## config.mk

```make
export PLATFORM = sky130hd
export DESIGN_NAME = led_pwm_scheduler
export DESIGN_NICKNAME = d
export VERILOG_FILES = /design/src/rtl/led_pwm_scheduler.sv
export SDC_FILE = /design/constraint.sdc
export NUM_CORES = 1
export LEC_CHECK = 0
export ABC_CLOCK_PERIOD_IN_PS = 2700
export BUFFER_PORTS_ARGS = -buffer_cell sky130_fd_sc_hd__buf_2
export CORE_MARGIN = 2
export CORE_UTILIZATION = 35
export CTS_BUF_LIST = sky130_fd_sc_hd__clkbuf_2 sky130_fd_sc_hd__clkbuf_4 sky130_fd_sc_hd__clkbuf_8
export DETAILED_ROUTE_END_ITERATION = 8
export GPL_TIMING_DRIVEN = 0
export PLACE_DENSITY = 0.47
export SYNTH_ARGS = -nofsm -noshare
export SYNTH_HDL_FRONTEND = slang
export SYNTH_SLANG_ARGS = --single-unit
```

## constraint.sdc

```tcl
create_clock -name clk_25mhz -period 2.7 [get_ports clk_25mhz]
set_input_delay 0.675 -clock clk_25mhz [delete_from_list [all_inputs] [get_ports clk_25mhz]]
set_output_delay 0.675 -clock clk_25mhz [all_outputs]
set_load 0.05 [all_outputs]
```

## src/rtl/led_pwm_scheduler.sv

```systemverilog
// led_pwm_scheduler
//   Keeps a user-requested brightness (target) that is nudged up or down by
//   debounced button events, slews the displayed brightness (level) toward it
//   one step per ramp tick, and drives a 255-step PWM from level.
//
// Ports
//   clk_25mhz   in   sole clock, rising edge
//   rst_n       in   asynchronous active-low reset
//   up_pulse    in   one-cycle "brighter" event
//   down_pulse  in   one-cycle "dimmer" event
//   pwm_o       out  registered PWM drive
//   level       out  current (ramping) brightness
//   target      out  requested brightness
//   busy        out  high while ramping in either direction
module led_pwm_scheduler #(
    parameter int STEP     = 16,
    parameter int RAMP_DIV = 250000,
    parameter int PRESCALE = 1
) (
    input  logic       clk_25mhz,
    input  logic       rst_n,
    input  logic       up_pulse,
    input  logic       down_pulse,
    output logic       pwm_o,
    output logic [7:0] level,
    output logic [7:0] target,
    output logic       busy
);

    localparam int RW = (RAMP_DIV > 1) ? $clog2(RAMP_DIV) : 1;
    localparam int PW = (PRESCALE > 1) ? $clog2(PRESCALE) : 1;

    typedef enum logic [1:0] {
        IDLE    = 2'd0,
        RAMP_UP = 2'd1,
        RAMP_DN = 2'd2
    } state_t;

    state_t        state, state_next;
    logic [7:0]    level_next;
    logic [7:0]    target_next;
    logic [RW-1:0] ramp_cnt;
    logic [PW-1:0] pre_cnt;
    logic          ramp_tick;
    logic          pwm_tick;
    logic [7:0]    pwm_cnt;
    logic [7:0]    compare;
    logic [8:0]    up_sum;

    // Both dividers free-run from reset; a tick is the last count of each
    // period, so the first tick lands exactly DIV cycles after release.
    assign ramp_tick = (ramp_cnt == RW'(RAMP_DIV - 1));
    assign pwm_tick  = (pre_cnt == PW'(PRESCALE - 1));

    // NOTE: every register, including the PWM compare and counter, is cleared
    // by the asynchronous reset so a mid-ramp reset leaves nothing to resume.
    always_ff @(posedge clk_25mhz or negedge rst_n) begin
        if (!rst_n) begin
            ramp_cnt <= '0;
            pre_cnt  <= '0;
        end else begin
            // NOTE: sequential state uses non-blocking assignments so every
            // register samples pre-edge values regardless of statement order.
            ramp_cnt <= ramp_tick ? '0 : ramp_cnt + RW'(1);
            pre_cnt  <= pwm_tick  ? '0 : pre_cnt + PW'(1);
        end
    end

    // Saturating target arithmetic; simultaneous up/down cancel.
    assign up_sum = {1'b0, target} + 9'(STEP);

    always_comb begin
        // NOTE: default first so no path through the block infers a latch.
        target_next = target;
        if (up_pulse && !down_pulse) begin
            target_next = (up_sum > 9'd255) ? 8'hFF : up_sum[7:0];
        end else if (down_pulse && !up_pulse) begin
            target_next = (target < 8'(STEP)) ? 8'h00 : target - 8'(STEP);
        end
    end

    // Ramp FSM. A ramp state only steps in its own direction; if target has
    // crossed level it first switches state, so no step goes the wrong way.
    always_comb begin
        state_next = state;
        level_next = level;
        unique case (state)
            IDLE: begin
                if (target > level)      state_next = RAMP_UP;
                else if (target < level) state_next = RAMP_DN;
            end
            RAMP_UP: begin
                if (level == target)     state_next = IDLE;
                else if (target < level) state_next = RAMP_DN;
                else if (ramp_tick)      level_next = level + 8'd1;
            end
            RAMP_DN: begin
                if (level == target)     state_next = IDLE;
                else if (target > level) state_next = RAMP_UP;
                else if (ramp_tick)      level_next = level - 8'd1;
            end
            default: state_next = IDLE;
        endcase
    end

    always_ff @(posedge clk_25mhz or negedge rst_n) begin
        if (!rst_n) begin
            state  <= IDLE;
            level  <= 8'd0;
            target <= 8'd0;
        end else begin
            state  <= state_next;
            level  <= level_next;
            target <= target_next;
        end
    end

    assign busy = (state != IDLE);

    // PWM: counter spans 0..254 (255 steps) so compare 255 means always on.
    // compare is reloaded only at the wrap, keeping duty fixed per period.
    always_ff @(posedge clk_25mhz or negedge rst_n) begin
        if (!rst_n) begin
            pwm_cnt <= 8'd0;
            compare <= 8'd0;
            pwm_o   <= 1'b0;
        end else begin
            pwm_o <= (pwm_cnt < compare);
            if (pwm_tick) begin
                if (pwm_cnt == 8'd254) begin
                    pwm_cnt <= 8'd0;
                    compare <= level;
                end else begin
                    pwm_cnt <= pwm_cnt + 8'd1;
                end
            end
        end
    end

endmodule
```

==> results of run 1 <==
==> worst max-delay path by stage <==
stage          startpoint         to  slack, ns  depth (start not counted)
6_report         level[6]   level[7]       0.22                          9
5_1_grt          level[6]   level[2]       0.04                         10
4_1_cts          level[6]   level[7]       0.03                          9
3_5_place_dp     level[6]   level[7]       0.08                          9
3_3_place_gp     level[6]   level[7]       0.03                          9
2_1_floorplan   target[4]  target[5]       0.20                          7
==> final cells by class <==
cell class	count	area, um2	share of cell area, %
clock inverter	3	47.5	1.37
buffer	11	53.8	1.55
timing repair buffer	21	105	3.02
multi-input combinational	255	1730	49.6
tap	108	135	3.88
sequential	50	1250	35.9
clock buffer	5	68.8	1.98
inverter	25	93.8	2.70
==> cells by family after synthesis <==
| group | Yosys count | share of synthesized area, % |
|---|---|---|
| AND/OR/NAND/NOR | 126 | 20.4 |
| AO/OA/AOI/OAI | 71 | 14.5 |
| flip-flops | 50 | 40.1 |
| buffers and inverters | 36 | 4.74 |
| adder cells (fa/ha/maj) | 31 | 12.5 |
| XOR/XNOR | 24 | 6.74 |
| multiplexers | 3 | 1.00 |
==> critical path, stage by stage, from the launching register on <==
cell and delay (ns):
dfrtp_1 0.47, inv_1 0.11, ha_1 0.33, nand4_1 0.17, a21oi_1 0.26, or2_2 0.15
buf_1 0.27, nand3_1 0.20, a211oi_2 0.30, xnor2_1 0.14
==> per-stage QoR <==
step                      setup WS [ns]  power [mW]  utilization [%]
final                             0.221        2.32             40.1
after global routing             0.0443        2.50             40.1
after CTS                        0.0256        2.35             40.0
after detailed placement         0.0831        1.77             38.7
after global placement           0.0266        1.76             38.7
after floorplan                   0.196        1.57                -
==> where the power goes <==
group          total, mW  internal, mW  switching [mW]
combinational      0.867         0.289           0.578
clock              0.565         0.283           0.282
sequential         0.891         0.793          0.0983
==> flip-flops by register name, summed over array words and instances, names as in the netlist <==
signal,count
compare,8
level,8
pwm_cnt,8
pwm_o,1
ramp_cnt,18
state,2
target,5
==> Yosys cell counts, types with 4 or more instances <==
| library cell | count |
|---|---|
| dfrtp_1 | 50 |
| nor2_1 | 39 |
| ha_1 | 28 |
| o21ai_0 | 28 |
| inv_1 | 25 |
| nand2_1 | 24 |
| a21oi_1 | 15 |
| xnor2_1 | 15 |
| nand3_1 | 14 |
| nor4_1 | 10 |
| xor2_1 | 9 |
| clkbuf_1 | 7 |
| nor3_1 | 7 |
| a211oi_1 | 6 |
| and3_1 | 5 |
| o211a_1 | 5 |
| or3_1 | 5 |
| nand4_1 | 4 |
| nor2b_1 | 4 |
==> layer usage <==
layer | vias to the layer above | share of wire, % | wire length [um] | GRT usage, %
li1 | 1253 | - | - | -
met3 | 6 | 3.0 | 206 | 2.58
met2 | 32 | 45 | 3070 | 23.0
met4 | 0 | 0.89 | 60 | 3.16
met1 | 1161 | 51 | 3440 | 21.1
met5 | - | 0 | 0 | 0
==> impl_metrics.py, run 1 <==
metrics = {
    "clock_network": {
        "numCtsBuffers": 5,
        "clockBufferDepth": 2,
        "cts_setup_buffers": 0,
        "h-tree-depth": 2,
        "cts_hold_buf": 0,
        "cts_resized": 0,
        "clk_latency_ns": 0.31,
        "cts_tree": "yes",
        "path_clk_slew_ns": 0.10,
        "cts.sinks": 50,
        "root_buffer": "clkbuf_8",
    },
    "routing": {
        "num_vias": 2452,
        "viasPerCell": 5.13,
        "drtIter0Drc": 76,
        "drc": 0,
        "routedWlPerCell_um": 14.2,
        "ant_nets": 0,
        "drt_pre_antenna_iters": 4,
        "drt_wl_total_um": 6770,
    },
    "setup_path": {
        "reg2reg_depth": 9,
        "cp.required_ns": 2.94,
        "critPathArrivalTime_ns": 2.72,
        "timing.rr.end": "level[7]",
        "critical_path_class": "register to register",
        "cp-start-kind": "register",
        "rrSetupSlack_ns": 0.22,
        "cp_max_fo": 7,
        "timing.rr.start": "level[6]",
        "cp-end-kind": "register",
    },
    "yosys": {
        "synth_warnings": 0,
        "ys_types": 47,
        "synth-edff-count": 0,
        "yosysSeqAreaShare_pct": 40.1,
        "yosys.area.top_type": "dfrtp_1",
        "ys_top_cells_by_area": "dfrtp_1 (40%), ha_1 (11%), nor2_1 (4.7%)",
        "async_reset_ff_share_pct": 100,
        "ys_ff_latch": 50,
        "syn_area_per_cell_um2": 9.14,
        "yosysTopAreaCellShare_pct": 40.1,
        "syn-instance-count": 341,
        "synthFlopType": "dfrtp_1",
        "synth_nets": 374,
        "netlist_area_um2": 3120,
    },
    "sta": {
        "maxSlewHeadroom_pct": 22.2,
        "skew_ns": 0.0105,
        "hold_viol_final": 0,
        "setup_violations": 0,
        "grt_setup_unrepaired": "false",
        "max_freq_mhz": 403,
        "timing.final.crit_share_pct": 91.8,
        "tightest_slew_ns": 1.17,
        "finalSetupTns_ns": 0,
        "fin_crit_ns": 2.48,
        "final_max_slew_viol_count": 0,
        "holdWs_ns": 0.464,
    },
    "floorplan": {
        "die_area_um2": 9680,
        "fp.dieH_um": 98.4,
        "num_rows": 34,
        "ios": 22,
        "coreArea_um2": 8680,
        "die_w_um": 98.4,
        "initial_core_util_pct": 35.9,
    },
    "global_route": {
        "grt_start_max_net_pins": 51,
        "grt.total_usage_pct": 14.6,
        "overflow": 0,
        "grt_pass1_wl_um": 11600,
        "antenna_found_initial": 0,
        "grt_pass1_vias": 2343,
    },
    "layout": {
        "syn_to_final_growth_pct": 11.7,
        "finalNetCount": 402,
        "drive_gt1_share_pct": 12.2,
        "mostFrequentLayoutCell": "dfrtp_1",
        "fin_cells": 478,
        "fill_cells": 902,
        "final_cell_area_um2": 3480,
        "diodes": 0,
        "mostFrequentLayoutCells": "dfrtp_1 (50), nor2_1 (38), o21ai_0 (28), ha_1 (28)",
    },
    "power": {
        "power_density_nw_per_um2": 668,
        "p_leak_nw": 1.54,
        "ir_drop_v": 0.000430,
    },
    "hold_path": {
        "hold_end": "ramp_cnt[0]",
        "hold_depth": 1,
        "hold_class": "register to register",
        "min_from": "ramp_cnt[0]",
    },
    "run": {
        "drv_cap": 0,
    },
    "placement": {
        "port_buffers": 21,
        "place_area_um2": 3360,
        "place_congestion": 0.771,
        "dpl.cell_count": 470,
        "dpl.hpwl_um": 4850,
    },
    "outcome": {
        "status": "complete, no violations",
    },
}
Power figures use the tool's default switching activity.
==> run 2: changes to the inputs <==
--- a/config.mk
+++ b/config.mk
@@ -7,11 +7,11 @@
 export LEC_CHECK = 0
 export ABC_CLOCK_PERIOD_IN_PS = 2700
 export BUFFER_PORTS_ARGS = -buffer_cell sky130_fd_sc_hd__buf_2
+export CORE_ASPECT_RATIO = 0.5
 export CORE_MARGIN = 2
 export CORE_UTILIZATION = 35
 export CTS_BUF_LIST = sky130_fd_sc_hd__clkbuf_2 sky130_fd_sc_hd__clkbuf_4 sky130_fd_sc_hd__clkbuf_8
 export DETAILED_ROUTE_END_ITERATION = 8
-export GPL_TIMING_DRIVEN = 0
 export PLACE_DENSITY = 0.47
 export SYNTH_ARGS = -nofsm -noshare
 export SYNTH_HDL_FRONTEND = slang
==> impl_metrics.py, run 2 (same netlist as run 1, synthesis figures left out) <==
metrics = {
    "power": {
        "clockPowerShare_pct": 21.2,
        "power_frac_seq_pct": 39.1,
        "power_density_nw_per_um2": 644,
        "switchingPower_uw": 946,
        "power.internal_mw": 1.30,
        "ir_drop_v": 0.000228,
        "p_leak_nw": 1.57,
        "p_total_mw": 2.25,
        "switching_share_pct": 42.1,
        "power_frac_comb_pct": 39.8,
    },
    "sta": {
        "setup_violations": 0,
        "timing.final.crit_share_pct": 91.8,
        "final_max_slew_viol_count": 0,
        "skew_ns": 0.00875,
        "max_freq_mhz": 403,
        "holdWs_ns": 0.456,
        "layout_setup_ws_ns": 0.220,
        "fin_crit_ns": 2.48,
        "tightest_slew_ns": 0.659,
        "finalSetupTns_ns": 0,
        "hold_viol_final": 0,
        "maxSlewHeadroom_pct": 56.1,
        "grt_setup_unrepaired": "false",
    },
    "placement": {
        "place_congestion": 0.798,
        "port_buffers": 21,
        "pre_cts_ws_ns": 0.244,
        "dpl.hpwl_um": 5130,
    },
    "hold_path": {
        "hold_class": "input port to async pin",
    },
    "clock_network": {
        "numCtsBuffers": 5,
        "clk_latency_ns": 0.31,
        "cts_resized": 0,
        "h-tree-depth": 2,
        "cts_setup_buffers": 0,
        "clockBufferDepth": 2,
        "cts.sinks": 50,
        "root_buffer": "clkbuf_8",
        "cts_hold_buf": 0,
        "path_clk_slew_ns": 0.10,
        "cts_tree": "yes",
    },
    "layout": {
        "largest_reg_flops": 18,
        "mostFrequentLayoutCell": "dfrtp_1",
        "syn_to_final_growth_pct": 12.0,
        "drive_gt1_share_pct": 13.2,
        "mostFrequentLayoutCells": "dfrtp_1 (50), nor2_1 (39), o21ai_0 (28), ha_1 (28), inv_1 (25)",
        "diodes": 0,
        "fill_cells": 873,
        "regMostFlops": "ramp_cnt",
        "finalNetCount": 402,
    },
    "setup_path": {
        "critPathSlowestCell": "dfrtp_1",
        "timing.rr.start": "state[0]",
        "critPathArrivalTime_ns": 2.71,
        "critPathBufInv": 1,
        "cp-end-kind": "register",
        "path_cells": "nand2b_1, inv_1, ha_1, nor2b_1, nor3_1, o21bai_1, a21oi_1, mux2i_1, o22ai_1, nor2_1",
        "slowest_delay_ns": 0.39,
        "crit_start": "state[0]",
        "critical_path_class": "register to register",
        "cp-start-kind": "register",
        "critPathTopFamily": "simple AND/OR/NAND/NOR gates",
        "cp.required_ns": 2.93,
        "cp_max_fo": 8,
    },
    "routing": {
        "viasPerCell": 5.20,
        "ant_nets": 0,
        "num_vias": 2531,
        "drt_wl_total_um": 7050,
        "drt_pre_antenna_iters": 4,
        "routedWlPerCell_um": 14.5,
        "drc": 0,
        "drtIter0Drc": 126,
    },
    "global_route": {
        "overflow": 0,
        "grt.total_usage_pct": 15.6,
        "antenna_found_initial": 0,
        "grt_pass1_vias": 2421,
        "grt_start_max_net_pins": 51,
        "grt_pass1_wl_um": 11900,
    },
    "floorplan": {
        "die_w_um": 137,
        "coreArea_um2": 8680,
        "num_rows": 24,
        "ios": 22,
        "die_area_um2": 9720,
        "initial_core_util_pct": 35.9,
        "fp.dieH_um": 70.7,
    },
    "outcome": {
        "status": "complete, no violations",
    },
    "run": {
        "drv_cap": 0,
    },
}
run 2: power groups by stage:
stage / Clock [mW] / Combinational [mW] / Sequential [mW]
after global routing: 0.528 / 0.983 / 0.890
after CTS: 0.500 / 0.894 / 0.877
after detailed placement: 0 / 0.884 / 0.892
after global placement: 0 / 0.864 / 0.888
final: 0.475 / 0.894 / 0.878
after floorplan: 0 / 0.576 / 0.993
run 2: per-layer routing:
| metal | track usage (%) | part of all wire, % | vias up |
|---|---|---|---|
| met5 | 0 | 0 | - |
| met4 | 2.98 | 0.33 | 0 |
| met3 | 3.94 | 2.8 | 2 |
| met2 | 25.8 | 47 | 26 |
| met1 | 21.0 | 49 | 1241 |
| li1 | - | - | 1262 |
run 2: stage by stage:
step           std cells  utilization (%)  area (um2)
2_1_floorplan        341                -        3120
3_3_place_gp         479             39.1        3400
3_5_place_dp         479             39.1        3400
4_1_cts              487             40.2        3490
5_1_grt              487             40.2        3490
6_report             487             40.2        3490
run 2: area by class of cell:
class / instances / area (um2) / area share (%)
multi-input combinational: 255 / 1720 / 49.2
sequential: 50 / 1250 / 35.8
timing repair buffer: 32 / 188 / 5.37
tap: 117 / 146 / 4.19
inverter: 25 / 93.8 / 2.69
clock buffer: 7 / 90.1 / 2.58
clock inverter: 1 / 5.00 / 0.143
run 2: final timing paths:
kind	end	slack, ns	cells past startpoint
worst min register to register	ramp_cnt[0]	0.46	1
worst max register to register	level[6]	0.22	10
worst min-delay path	pwm_cnt[6]	0.46	2
min in group clk_25mhz	ramp_cnt[0]	0.46	1
max in group asynchronous	target[7]	1.77	2
worst max-delay path	level[6]	0.22	10
==> run 3: changes to the inputs <==
--- a/config.mk
+++ b/config.mk
@@ -7,7 +7,6 @@
 export LEC_CHECK = 0
 export ABC_CLOCK_PERIOD_IN_PS = 2700
 export BUFFER_PORTS_ARGS = -buffer_cell sky130_fd_sc_hd__buf_2
-export CORE_ASPECT_RATIO = 0.5
 export CORE_MARGIN = 2
 export CORE_UTILIZATION = 35
 export CTS_BUF_LIST = sky130_fd_sc_hd__clkbuf_2 sky130_fd_sc_hd__clkbuf_4 sky130_fd_sc_hd__clkbuf_8
==> impl_metrics.py, run 3 (same netlist as run 1, synthesis figures left out) <==
metrics = {
    "outcome": {
        "status": "complete, no violations",
    },
    "setup_path": {
        "critPathArrivalTime_ns": 2.67,
        "cp-end-kind": "register",
        "cp-start-kind": "register",
        "critical_path_class": "register to register",
        "cp.required_ns": 2.93,
        "cp_max_fo": 8,
    },
    "clock_network": {
        "cts_setup_buffers": 0,
        "h-tree-depth": 2,
        "cts_resized": 0,
        "cts.sinks": 50,
        "root_buffer": "clkbuf_8",
        "path_clk_slew_ns": 0.10,
        "clk_latency_ns": 0.30,
        "numCtsBuffers": 5,
        "cts_hold_buf": 0,
        "clockBufferDepth": 2,
        "cts_tree": "yes",
    },
    "sta": {
        "finalSetupTns_ns": 0,
        "timing.final.crit_share_pct": 90.5,
        "maxSlewHeadroom_pct": 52.7,
        "fin_crit_ns": 2.44,
        "final_max_slew_viol_count": 0,
        "max_freq_mhz": 409,
        "setup_violations": 0,
        "tightest_slew_ns": 0.710,
        "grt_setup_unrepaired": "false",
        "hold_viol_final": 0,
        "skew_ns": 0.00914,
    },
    "routing": {
        "drt_pre_antenna_iters": 4,
        "viasPerCell": 5.15,
        "drtIter0Drc": 100,
        "drt_wl_total_um": 6850,
        "drc": 0,
        "ant_nets": 0,
        "num_vias": 2467,
        "routedWlPerCell_um": 14.3,
    },
    "floorplan": {
        "coreArea_um2": 8680,
        "fp.dieH_um": 98.4,
        "num_rows": 34,
        "ios": 22,
        "die_w_um": 98.4,
        "die_area_um2": 9680,
        "initial_core_util_pct": 35.9,
    },
    "hold_path": {
        "hold_class": "input port to async pin",
    },
    "power": {
        "ir_drop_v": 0.000421,
        "p_leak_nw": 1.58,
        "power_density_nw_per_um2": 657,
    },
    "layout": {
        "mostFrequentLayoutCell": "dfrtp_1",
        "largest_reg_flops": 18,
        "fill_cells": 892,
        "regMostFlops": "ramp_cnt",
        "finalNetCount": 403,
        "diodes": 0,
        "final_util_pct": 40.4,
        "syn_to_final_growth_pct": 12.5,
        "mostFrequentLayoutCells": "dfrtp_1 (50), nor2_1 (39), o21ai_0 (28), ha_1 (28), inv_1 (25)",
        "drive_gt1_share_pct": 13.5,
    },
    "placement": {
        "place_congestion": 0.810,
        "port_buffers": 21,
        "dpl.hpwl_um": 5060,
    },
    "global_route": {
        "grt.total_usage_pct": 14.7,
        "grt_pass1_vias": 2241,
        "grt_pass1_wl_um": 11500,
        "grt_start_max_net_pins": 30,
        "antenna_found_initial": 0,
        "overflow": 0,
    },
    "run": {
        "drv_cap": 0,
    },
}
-- run 3: worst paths after layout --
kind / from / end / slack (ns) / depth (start not counted)
hold reg to reg: ramp_cnt[0] / ramp_cnt[0] / 0.46 / 1
hold / removal: rst_n / pwm_cnt[5] / 0.41 / 1
setup reg to reg: state[0] / level[7] / 0.26 / 10
max in group asynchronous: rst_n / target[7] / 1.63 / 2
setup / recovery: state[0] / level[7] / 0.26 / 10
min in group clk_25mhz: ramp_cnt[0] / ramp_cnt[0] / 0.46 / 1
-- run 3: per-stage QoR --
stage / instances / power [mW] / area, um2 / setup WS (ns) / hold slack, ns
CTS: 479 / 2.32 / 3510 / 0.227 / 0.440
detailed placement: 471 / 1.76 / 3390 / 0.264 / 0.447
global route: 479 / 2.48 / 3510 / 0.0243 / 0.453
global placement: 471 / 1.77 / 3390 / 0.247 / 0.445
floorplan: 341 / 1.57 / 3120 / 0.196 / 0.379
finish: 479 / 2.30 / 3510 / 0.257 / 0.410
-- run 3: per-layer routing --
layer	track usage [%]	part of all wire (%)	vias up
met1	21.8	51	1169
met3	2.43	3.5	2
li1	-	-	1255
met2	22.7	45	41
met5	0	0	-
met4	3.16	0.64	0
-- run 3: worst max-delay path, stage by stage (launching register included) --
cell	delay (ns)
dfrtp_1	0.38
nand2b_1	0.17
inv_1	0.25
ha_1	0.29
a21oi_1	0.21
o211ai_1	0.17
nor4_1	0.20
nor3_1	0.11
xnor2_1	0.13
a211oi_1	0.30
xnor2_1	0.16
-- run 3: report_power, final --
part / total [mW] / internal [mW] / switching, mW
Combinational: 0.874 / 0.288 / 0.586
Clock: 0.550 / 0.287 / 0.263
Sequential: 0.879 / 0.793 / 0.0863
Total: 2.30 / 1.37 / 0.936
-- run 3: final cells by class --
type                            count  area [um2]  share of cell area [%]
Timing Repair Buffer               33         195                    5.57
Multi-Input combinational cell    255        1720                    49.0
Inverter                           25        93.8                    2.68
Clock buffer                        6        76.3                    2.18
Sequential cell                    50        1250                    35.7
Clock inverter                      2        37.5                    1.07
Tap cell                          108         135                    3.85
